<file path="src/rtl/multicycle_control.sv">
// multicycle_control: sequences each MIPS instruction through
// fetch/decode/execute/memory/writeback states over a shared ALU and a single
// memory port. It adds a memory ready handshake, an optional per-access
// timeout, illegal-opcode trapping and a retired-instruction counter.
//
// Ports:
//   clk, reset        rising-edge clock, synchronous active-high reset
//   opcode[5:0]       instruction[31:26] from the IR
//   mem_ready         memory finished the current read/write this cycle
//   pc_write .. alu_src_a, alu_src_b, alu_op, pc_source   datapath controls
//   illegal_op        one-cycle pulse when an unsupported opcode traps
//   mem_fault         one-cycle pulse when a memory access times out
//   state_out[3:0]    current state encoding (debug)
//   instr_count       retired instructions, wraps modulo 2^COUNT_W
module multicycle_control #(
  parameter int MEM_TIMEOUT = 0,
  parameter bit ENABLE_ADDI = 1'b1,
  parameter bit ENABLE_JUMP = 1'b1,
  parameter int COUNT_W     = 32
) (
  input  logic               clk,
  input  logic               reset,
  input  logic [5:0]         opcode,
  input  logic               mem_ready,
  output logic               pc_write,
  output logic               pc_write_cond,
  output logic               iord,
  output logic               mem_read,
  output logic               mem_write,
  output logic               ir_write,
  output logic               mem_to_reg,
  output logic               reg_dst,
  output logic               reg_write,
  output logic               alu_src_a,
  output logic [1:0]         alu_src_b,
  output logic [1:0]         alu_op,
  output logic [1:0]         pc_source,
  output logic               illegal_op,
  output logic               mem_fault,
  output logic [3:0]         state_out,
  output logic [COUNT_W-1:0] instr_count
);

  // Wide enough to hold 0..MEM_TIMEOUT.
  localparam int WC_W = (MEM_TIMEOUT > 1) ? $clog2(MEM_TIMEOUT + 1) : 1;

  localparam logic [5:0] OP_RTYPE = 6'b000000;
  localparam logic [5:0] OP_LW    = 6'b100011;
  localparam logic [5:0] OP_SW    = 6'b101011;
  localparam logic [5:0] OP_BEQ   = 6'b000100;
  localparam logic [5:0] OP_ADDI  = 6'b001000;
  localparam logic [5:0] OP_J     = 6'b000010;

  typedef enum logic [3:0] {
    S_FETCH     = 4'd0,
    S_DECODE    = 4'd1,
    S_MEM_ADDR  = 4'd2,
    S_MEM_READ  = 4'd3,
    S_MEM_WB    = 4'd4,
    S_MEM_WRITE = 4'd5,
    S_EXECUTE   = 4'd6,
    S_ALU_WB    = 4'd7,
    S_BRANCH    = 4'd8,
    S_JUMP      = 4'd9,
    S_ADDI_EXEC = 4'd10,
    S_ADDI_WB   = 4'd11,
    S_TRAP      = 4'd12
  } state_e;

  typedef struct packed {
    logic       pc_write;
    logic       pc_write_cond;
    logic       iord;
    logic       mem_read;
    logic       mem_write;
    logic       ir_write;
    logic       mem_to_reg;
    logic       reg_dst;
    logic       reg_write;
    logic       alu_src_a;
    logic [1:0] alu_src_b;
    logic [1:0] alu_op;
    logic [1:0] pc_source;
    logic       illegal_op;
    logic       mem_fault;
  } ctl_t;

  state_e             state_q, state_d;
  logic [WC_W-1:0]    wait_q, wait_d;
  logic [COUNT_W-1:0] cnt_q, cnt_d;
  ctl_t               c, c_out;
  logic               mem_state, timeout_hit, fault, retire;

  always_comb begin
    c           = '0;
    state_d     = state_q;
    wait_d      = '0;
    cnt_d       = cnt_q;
    fault       = 1'b0;
    retire      = 1'b0;
    mem_state   = (state_q inside {S_FETCH, S_MEM_READ, S_MEM_WRITE});
    // This waiting cycle is the MEM_TIMEOUT-th one in a row.
    timeout_hit = (MEM_TIMEOUT > 0) && (int'(wait_q) + 1 == MEM_TIMEOUT);

    // The counter only survives while stalled in a memory state; every
    // other cycle leaves the state, so it restarts at zero on any entry.
    if (mem_state && !mem_ready) begin
      if (timeout_hit) fault = 1'b1;
      else             wait_d = (wait_q == '1) ? wait_q : wait_q + 1'b1;
    end

    case (state_q)
      S_FETCH: begin
        c.mem_read  = 1'b1;
        c.alu_src_b = 2'b01;
        c.ir_write  = mem_ready;
        c.pc_write  = mem_ready;
        if (mem_ready) state_d = S_DECODE;
      end
      S_DECODE: begin
        c.alu_src_b = 2'b11;
        case (opcode)
          OP_LW, OP_SW: state_d = S_MEM_ADDR;
          OP_RTYPE:     state_d = S_EXECUTE;
          OP_BEQ:       state_d = S_BRANCH;
          OP_ADDI:      state_d = ENABLE_ADDI ? S_ADDI_EXEC : S_TRAP;
          OP_J:         state_d = ENABLE_JUMP ? S_JUMP : S_TRAP;
          default:      state_d = S_TRAP;
        endcase
      end
      S_MEM_ADDR: begin
        c.alu_src_a = 1'b1;
        c.alu_src_b = 2'b10;
        state_d     = (opcode == OP_LW) ? S_MEM_READ : S_MEM_WRITE;
      end
      S_MEM_READ: begin
        c.mem_read = 1'b1;
        c.iord     = 1'b1;
        if (mem_ready) state_d = S_MEM_WB;
      end
      S_MEM_WB: begin
        c.reg_write  = 1'b1;
        c.mem_to_reg = 1'b1;
        state_d      = S_FETCH;
        retire       = 1'b1;
      end
      S_MEM_WRITE: begin
        c.iord      = 1'b1;
        c.mem_write = !fault;   // an aborted store must not write
        if (mem_ready) begin
          state_d = S_FETCH;
          retire  = 1'b1;
        end
      end
      S_EXECUTE: begin
        c.alu_src_a = 1'b1;
        c.alu_op    = 2'b10;
        state_d     = S_ALU_WB;
      end
      S_ALU_WB: begin
        c.reg_write = 1'b1;
        c.reg_dst   = 1'b1;
        state_d     = S_FETCH;
        retire      = 1'b1;
      end
      S_BRANCH: begin
        c.alu_src_a     = 1'b1;
        c.alu_op        = 2'b01;
        c.pc_write_cond = 1'b1;
        c.pc_source     = 2'b01;
        state_d         = S_FETCH;
        retire          = 1'b1;
      end
      S_JUMP: begin
        c.pc_write  = 1'b1;
        c.pc_source = 2'b10;
        state_d     = S_FETCH;
        retire      = 1'b1;
      end
      S_ADDI_EXEC: begin
        c.alu_src_a = 1'b1;
        c.alu_src_b = 2'b10;
        c.alu_op    = 2'b11;
        state_d     = S_ADDI_WB;
      end
      S_ADDI_WB: begin
        c.reg_write = 1'b1;
        state_d     = S_FETCH;
        retire      = 1'b1;
      end
      S_TRAP: begin
        // PC was already advanced in FETCH; just resume there.
        c.illegal_op = 1'b1;
        state_d      = S_FETCH;
      end
      default: state_d = S_FETCH;
    endcase

    if (fault) state_d = S_FETCH;
    c.mem_fault = fault;
    if (retire) cnt_d = cnt_q + 1'b1;
  end

  always_ff @(posedge clk) begin
    if (reset) begin
      state_q <= S_FETCH;
      wait_q  <= '0;
      cnt_q   <= '0;
    end else begin
      state_q <= state_d;
      wait_q  <= wait_d;
      cnt_q   <= cnt_d;
    end
  end

  // Everything reads zero while reset is held, so an aborted instruction
  // cannot leak a write enable during the reset cycle.
  assign c_out         = reset ? '0 : c;
  assign pc_write      = c_out.pc_write;
  assign pc_write_cond = c_out.pc_write_cond;
  assign iord          = c_out.iord;
  assign mem_read      = c_out.mem_read;
  assign mem_write     = c_out.mem_write;
  assign ir_write      = c_out.ir_write;
  assign mem_to_reg    = c_out.mem_to_reg;
  assign reg_dst       = c_out.reg_dst;
  assign reg_write     = c_out.reg_write;
  assign alu_src_a     = c_out.alu_src_a;
  assign alu_src_b     = c_out.alu_src_b;
  assign alu_op        = c_out.alu_op;
  assign pc_source     = c_out.pc_source;
  assign illegal_op    = c_out.illegal_op;
  assign mem_fault     = c_out.mem_fault;
  assign state_out     = reset ? 4'd0 : state_q;
  assign instr_count   = reset ? '0 : cnt_q;

endmodule

</file>
<file path="config.mk">
export PLATFORM = sky130hd
export DESIGN_NAME = multicycle_control
export DESIGN_NICKNAME = d
export VERILOG_FILES = /design/src/rtl/multicycle_control.sv
export SDC_FILE = /design/constraint.sdc
export NUM_CORES = 1
export LEC_CHECK = 0
export ABC_CLOCK_PERIOD_IN_PS = 5150
export BUFFER_PORTS_ARGS = -buffer_cell sky130_fd_sc_hd__buf_4
export CAP_MARGIN = 25
export CORE_MARGIN = 2
export CORE_UTILIZATION = 51
export CTS_BUF_LIST = sky130_fd_sc_hd__clkbuf_2
export CTS_CLUSTER_DIAMETER = 100
export DETAILED_ROUTE_END_ITERATION = 8
export MAX_ROUTING_LAYER = met4
export PLACE_DENSITY = 0.77
export SYNTH_ARGS = -nofsm -noshare
export SYNTH_HDL_FRONTEND = slang
export SYNTH_SLANG_ARGS = --single-unit
</file>
<file path="constraint.sdc">
create_clock -name clk -period 5.15 [get_ports clk]
set_input_delay 0 -clock clk [delete_from_list [all_inputs] [get_ports clk]]
set_output_delay 0 -clock clk [all_outputs]
set_load 0.02 [all_outputs]
</file>
Yosys cells after proc, flatten, opt, wreduce, memory -nomap -nowiden
Index checks and enable logic that the tools add are counted.
- register bits: 36
- bits in latches: 0
- memory bits (writable): 0
- memory bits (read-only): 0
- input port bits: 9
- output and inout bits: 54
- word-level logic and storage cells: 58
- memories: 0
- add/sub/neg operators: 1
- $mul: 0
- divide/modulo/power cells: 0
- $lt $le $gt $ge: 0
- equality and inequality tests: 20
- shift operators: 0
- mux-type cells: 25
- bitwise operators: 0
- reduce and logical (&&, ||, !) cells: 10
- operators by type and width (cell ; number):
    $add A32 B1 Y32 const B ; 1
    $mux W32 ; 1
    $pmux W4 S7 ; 1
    $eq A4 B4 Y1 const B ; 5
    $pmux W4 S5 ; 1
    $mux W18 ; 1
    $eq A4 B3 Y1 const B ; 4
    $mux W4 ; 4
    $eq A6 B6 Y1 const B ; 2
    $pmux W2 S3 ; 2
    $mux W1 ; 11
    $eq A4 B2 Y1 const B ; 2
    $reduce_or A2 Y1 ; 4
    $eq A6 B2 Y1 const B ; 1
    $eq A6 B3 Y1 const B ; 1
    $eq A6 B4 Y1 const B ; 1
    $logic_not A6 Y1 ; 1
    $ne A2 B2 Y1 const B ; 3
    $reduce_or A5 Y1 ; 1
    $eq A4 B1 Y1 const B ; 1
    $logic_not A4 Y1 ; 1
    $pmux W1 S2 ; 2
    $pmux W2 S2 ; 1
    $reduce_or A4 Y1 ; 1
    other kinds (3) ; 3

Depth between registers and ports, before layout
- depth in word-level cells: 4
- mapped depth: 7
- mapped depth without buffers: 5

Worst setup path after synthesis
Ideal clock, no wire load.
- kind: register to register
- start point: register cnt_q[0]
- end point: register cnt_q[24]
- data arrival time: 1764 ps
- required time: 5027 ps
- path slack: 3263 ps
- cell stages (with the launch flop): 7
- cells stage by stage: dfxtp_1 > ha_1 > inv_1 > or4_1 > buf_2 > nor4_2 > mux2_1
- longest elaborated chain between the ends: 1
- RTL lines (element ; line ; RTL):
    start, declared ; 90 ; logic [COUNT_W-1:0] cnt_q, cnt_d;
    start signal, assigned ; 212 ; cnt_q <= cnt_d;
    $add A32 B1 Y32 ; 201 ; if (retire) cnt_d = cnt_q + 1'b1;
Every way passes these cells.
A chain may end at the register's enable or synchronous reset.

Worst setup path in the final report
- start point: register state_q[2]
- end point: register cnt_q[11]
- longest elaborated chain between the ends: 3
- elaborated cells between the ends (all ways): 8
- classes of those cells: eq/ne: 6; mux: 1; reduce/logical: 1
- RTL lines (element ; line ; RTL):
    start, declared ; 88 ; state_e state_q, state_d;
    start signal, assigned ; 210 ; state_q <= state_d;
    $eq A4 B4 Y1 or $eq A4 B3 Y1 (tied branches) ; 112 ; case (state_q)
    $reduce_or A5 Y1 (no line) ; -- ;
    $pmux W1 S2 (*) ; 112 ;
Every way passes the cells marked *; elsewhere a longest branch is shown, timed or not.

==> out/metrics.csv <==
metric,value,unit
slew_viol_final,0,
syn-num-nets,318,
cp-start-kind,register,
ys_seq_elements,36,
antenna_found_initial,0,
syn_inst,308,
postCtsHoldBufs,1,
r2r_end,cnt_q[11]$_SDFFE_PP0P_,
finalWorstSetupSlack,2.83,ns
cp-end-kind,register,
routed_wl,5510,microns
row_count,25,
root_buffer,clkbuf_2,
syn_area,2420,sq um
fin_crit,2.32,ns
area_delta_synth_final,19.9,%
period_share,0.451,
relSlewSlack,0.517,
drtIter0Drc,125,
vias,2359,
rr_worst_depth,4,
n_fill_cell,445,
start_util,0.519,
r2r_slack,2.83,ns
fp.dieW,72.9,microns
hold_viol_final,0,
finalNetCount,367,
grt_remaining_overflow,0,
cts.sinks,36,
cts_setup_buffers,0,
finalSetupTns,0,ns
required,5.45,ns
syn_area_per_cell,7.86,sq um
clk_pin_slew,0.19,ns
powerDensity,231,nW/um^2
rsz0062_at_grt,no,
cp.arrival,2.63,ns
vias_per_cell,5.73,
drive_gt1_frac,0.226,
clock_path_buffers,2,
timing.rr.start,state_q[2]$_SDFFE_PP0P_,
min_path_type,input pin to register,
yosysSeqAreaShare,0.298,
place.gp.congestion,0.888,
max_freq,0.430,GHz
first_pass_iters,4,
dieArea,5310,sq um
leakagePower,1.20,nW
chipHeight,72.9,microns
cts_tree,yes,
ant_nets,0,
grt_max_degree,79,
peakVddDrop,0.000166,V
power,0.000672,W
crit_type,register to register,
n_antenna_cell,0,
cap_violations,0,
ys_warn_count,0,
preCtsSetupSlack,2.83,ns
track_usage,0.221,
detail_route.wl_per_cell,13.4,microns
layout.cells.most_common,buf_4,
ios,63,
cts_buffers,5,
ys_types,47,
core_area,4660,sq um
worst_pin_slew,0.724,ns
setup_viol,0,
status,"finished, final reports clean",
drc,0,
cp-startpoint,state_q[2]$_SDFFE_PP0P_,
clkLatencyLatePin,0.39,ns
portBuffers,61,
htreeDepth,2,
grt_pass1_vias,2133,
grt_pass1_wl,9160,microns
final_cell_mix,"61 x buf_4, 45 x nor2_1, 36 x dfxtp_1",
finalClockSkew,0.0215,ns
critPathMaxFanout,36,
crit_end,cnt_q[11]$_SDFFE_PP0P_,
place_hpwl,4020,microns
post_cts_resized,0,
flip-flops by register name, summed over array words and instances, names as in the netlist:
| register | cells |
|---|---|
| cnt_q | 32 |
| state_q | 4 |
kinds of logic after synthesis:
group           count (synthesis)  synth area share
simple gates                  180             0.421
flops                          36             0.298
buf+inv                        31            0.0564
compound gates                 27            0.0739
mux                            27             0.125
xor+xnor                        4            0.0145
fa+ha+maj                       2           0.00931
other cells                     1           0.00155
worst min path at each step:
stage                                   end  cells after the start  slack [ns]      start
floorplan                          ir_write                      2        0.13  mem_ready
global placement    state_q[0]$_SDFFE_PP0P_                      4        0.35  mem_ready
detailed placement  state_q[2]$_SDFFE_PP0P_                      4        0.35  mem_ready
CTS                 state_q[3]$_SDFFE_PP0P_                      4        0.03  opcode[4]
global route        state_q[3]$_SDFFE_PP0P_                      4        0.07  opcode[4]
finish              state_q[3]$_SDFFE_PP0P_                      4        0.05  opcode[4]
power breakdown:
group	switching (W)	leakage [nW]	internal, W
clock	0.0000944	0.0266	0.0000339
sequential	0.0000337	0.290	0.000289
combinational	0.000136	0.880	0.0000844
total	0.000264	1.20	0.000408
worst max-delay path: stages, from the launching register on:
cell	delay, ns
dfxtp_1	0.69
or2_2	0.29
nand4_4	0.45
nor4_1	0.47
mux2_1	0.35
cells in the mapped netlist (all sizes together):
library cell | number | share of area
buf | 7 | 0.019
o21ai | 7 | 0.014
xnor2 | 1 | 0.0036
nand3b | 1 | 0.0031
nand2b | 5 | 0.013
o32a | 1 | 0.0041
or4 | 6 | 0.022
a21oi | 5 | 0.010
o41ai | 1 | 0.0036
o22ai | 1 | 0.0026
a211oi | 2 | 0.0062
and3 | 4 | 0.010
nor3b | 2 | 0.0062
or2 | 2 | 0.0052
xor2 | 3 | 0.011
and4 | 4 | 0.014
dfxtp | 36 | 0.30
a31oi | 1 | 0.0026
nand4 | 7 | 0.027
mux2i | 1 | 0.0041
ha | 1 | 0.0052
nand2 | 16 | 0.025
clkbuf | 13 | 0.021
nand3 | 14 | 0.029
maj3 | 1 | 0.0041
or3 | 4 | 0.010
conb | 1 | 0.0015
nor2 | 45 | 0.070
o32ai | 1 | 0.0036
a211o | 1 | 0.0036
nor3 | 27 | 0.056
mux2 | 26 | 0.12
o2111ai | 1 | 0.0036
or4b | 1 | 0.0041
nor2b | 29 | 0.075
a2111oi | 1 | 0.0036
a22oi | 1 | 0.0031
inv | 11 | 0.017
a21o | 2 | 0.0062
nor4 | 13 | 0.052
o21a | 2 | 0.0062
cell type report:
cell class                      instances  area (sq um)  area share
Sequential cell                        36           721       0.248
Clock inverter                          2          11.3     0.00388
Clock buffer                            6          30.0      0.0103
Timing Repair Buffer                   62           468       0.161
Tap cell                               54          67.6      0.0233
Inverter                               11          41.3      0.0142
Multi-Input combinational cell        241          1560       0.539
layer usage:
layer	global-route usage	share of wire
met4	0.0741	0.020
met2	0.369	0.49
met3	0.0414	0.029
met1	0.268	0.46
met5	-	0
through the flow:
| stage | hold WS, ns | instances | area (sq um) | util |
|---|---|---|---|---|
| 6_report | 0.0500 | 412 | 2900 | 0.623 |
| 5_1_grt | 0.0736 | 412 | 2900 | 0.623 |
| 4_1_cts | 0.0345 | 412 | 2900 | 0.623 |
| 3_5_place_dp | 0.353 | 403 | 2850 | 0.612 |
| 3_3_place_gp | 0.355 | 403 | 2850 | 0.612 |
| 2_1_floorplan | 0.132 | 308 | 2420 | - |
No activity file was read; power rests on OpenSTA's default activity.
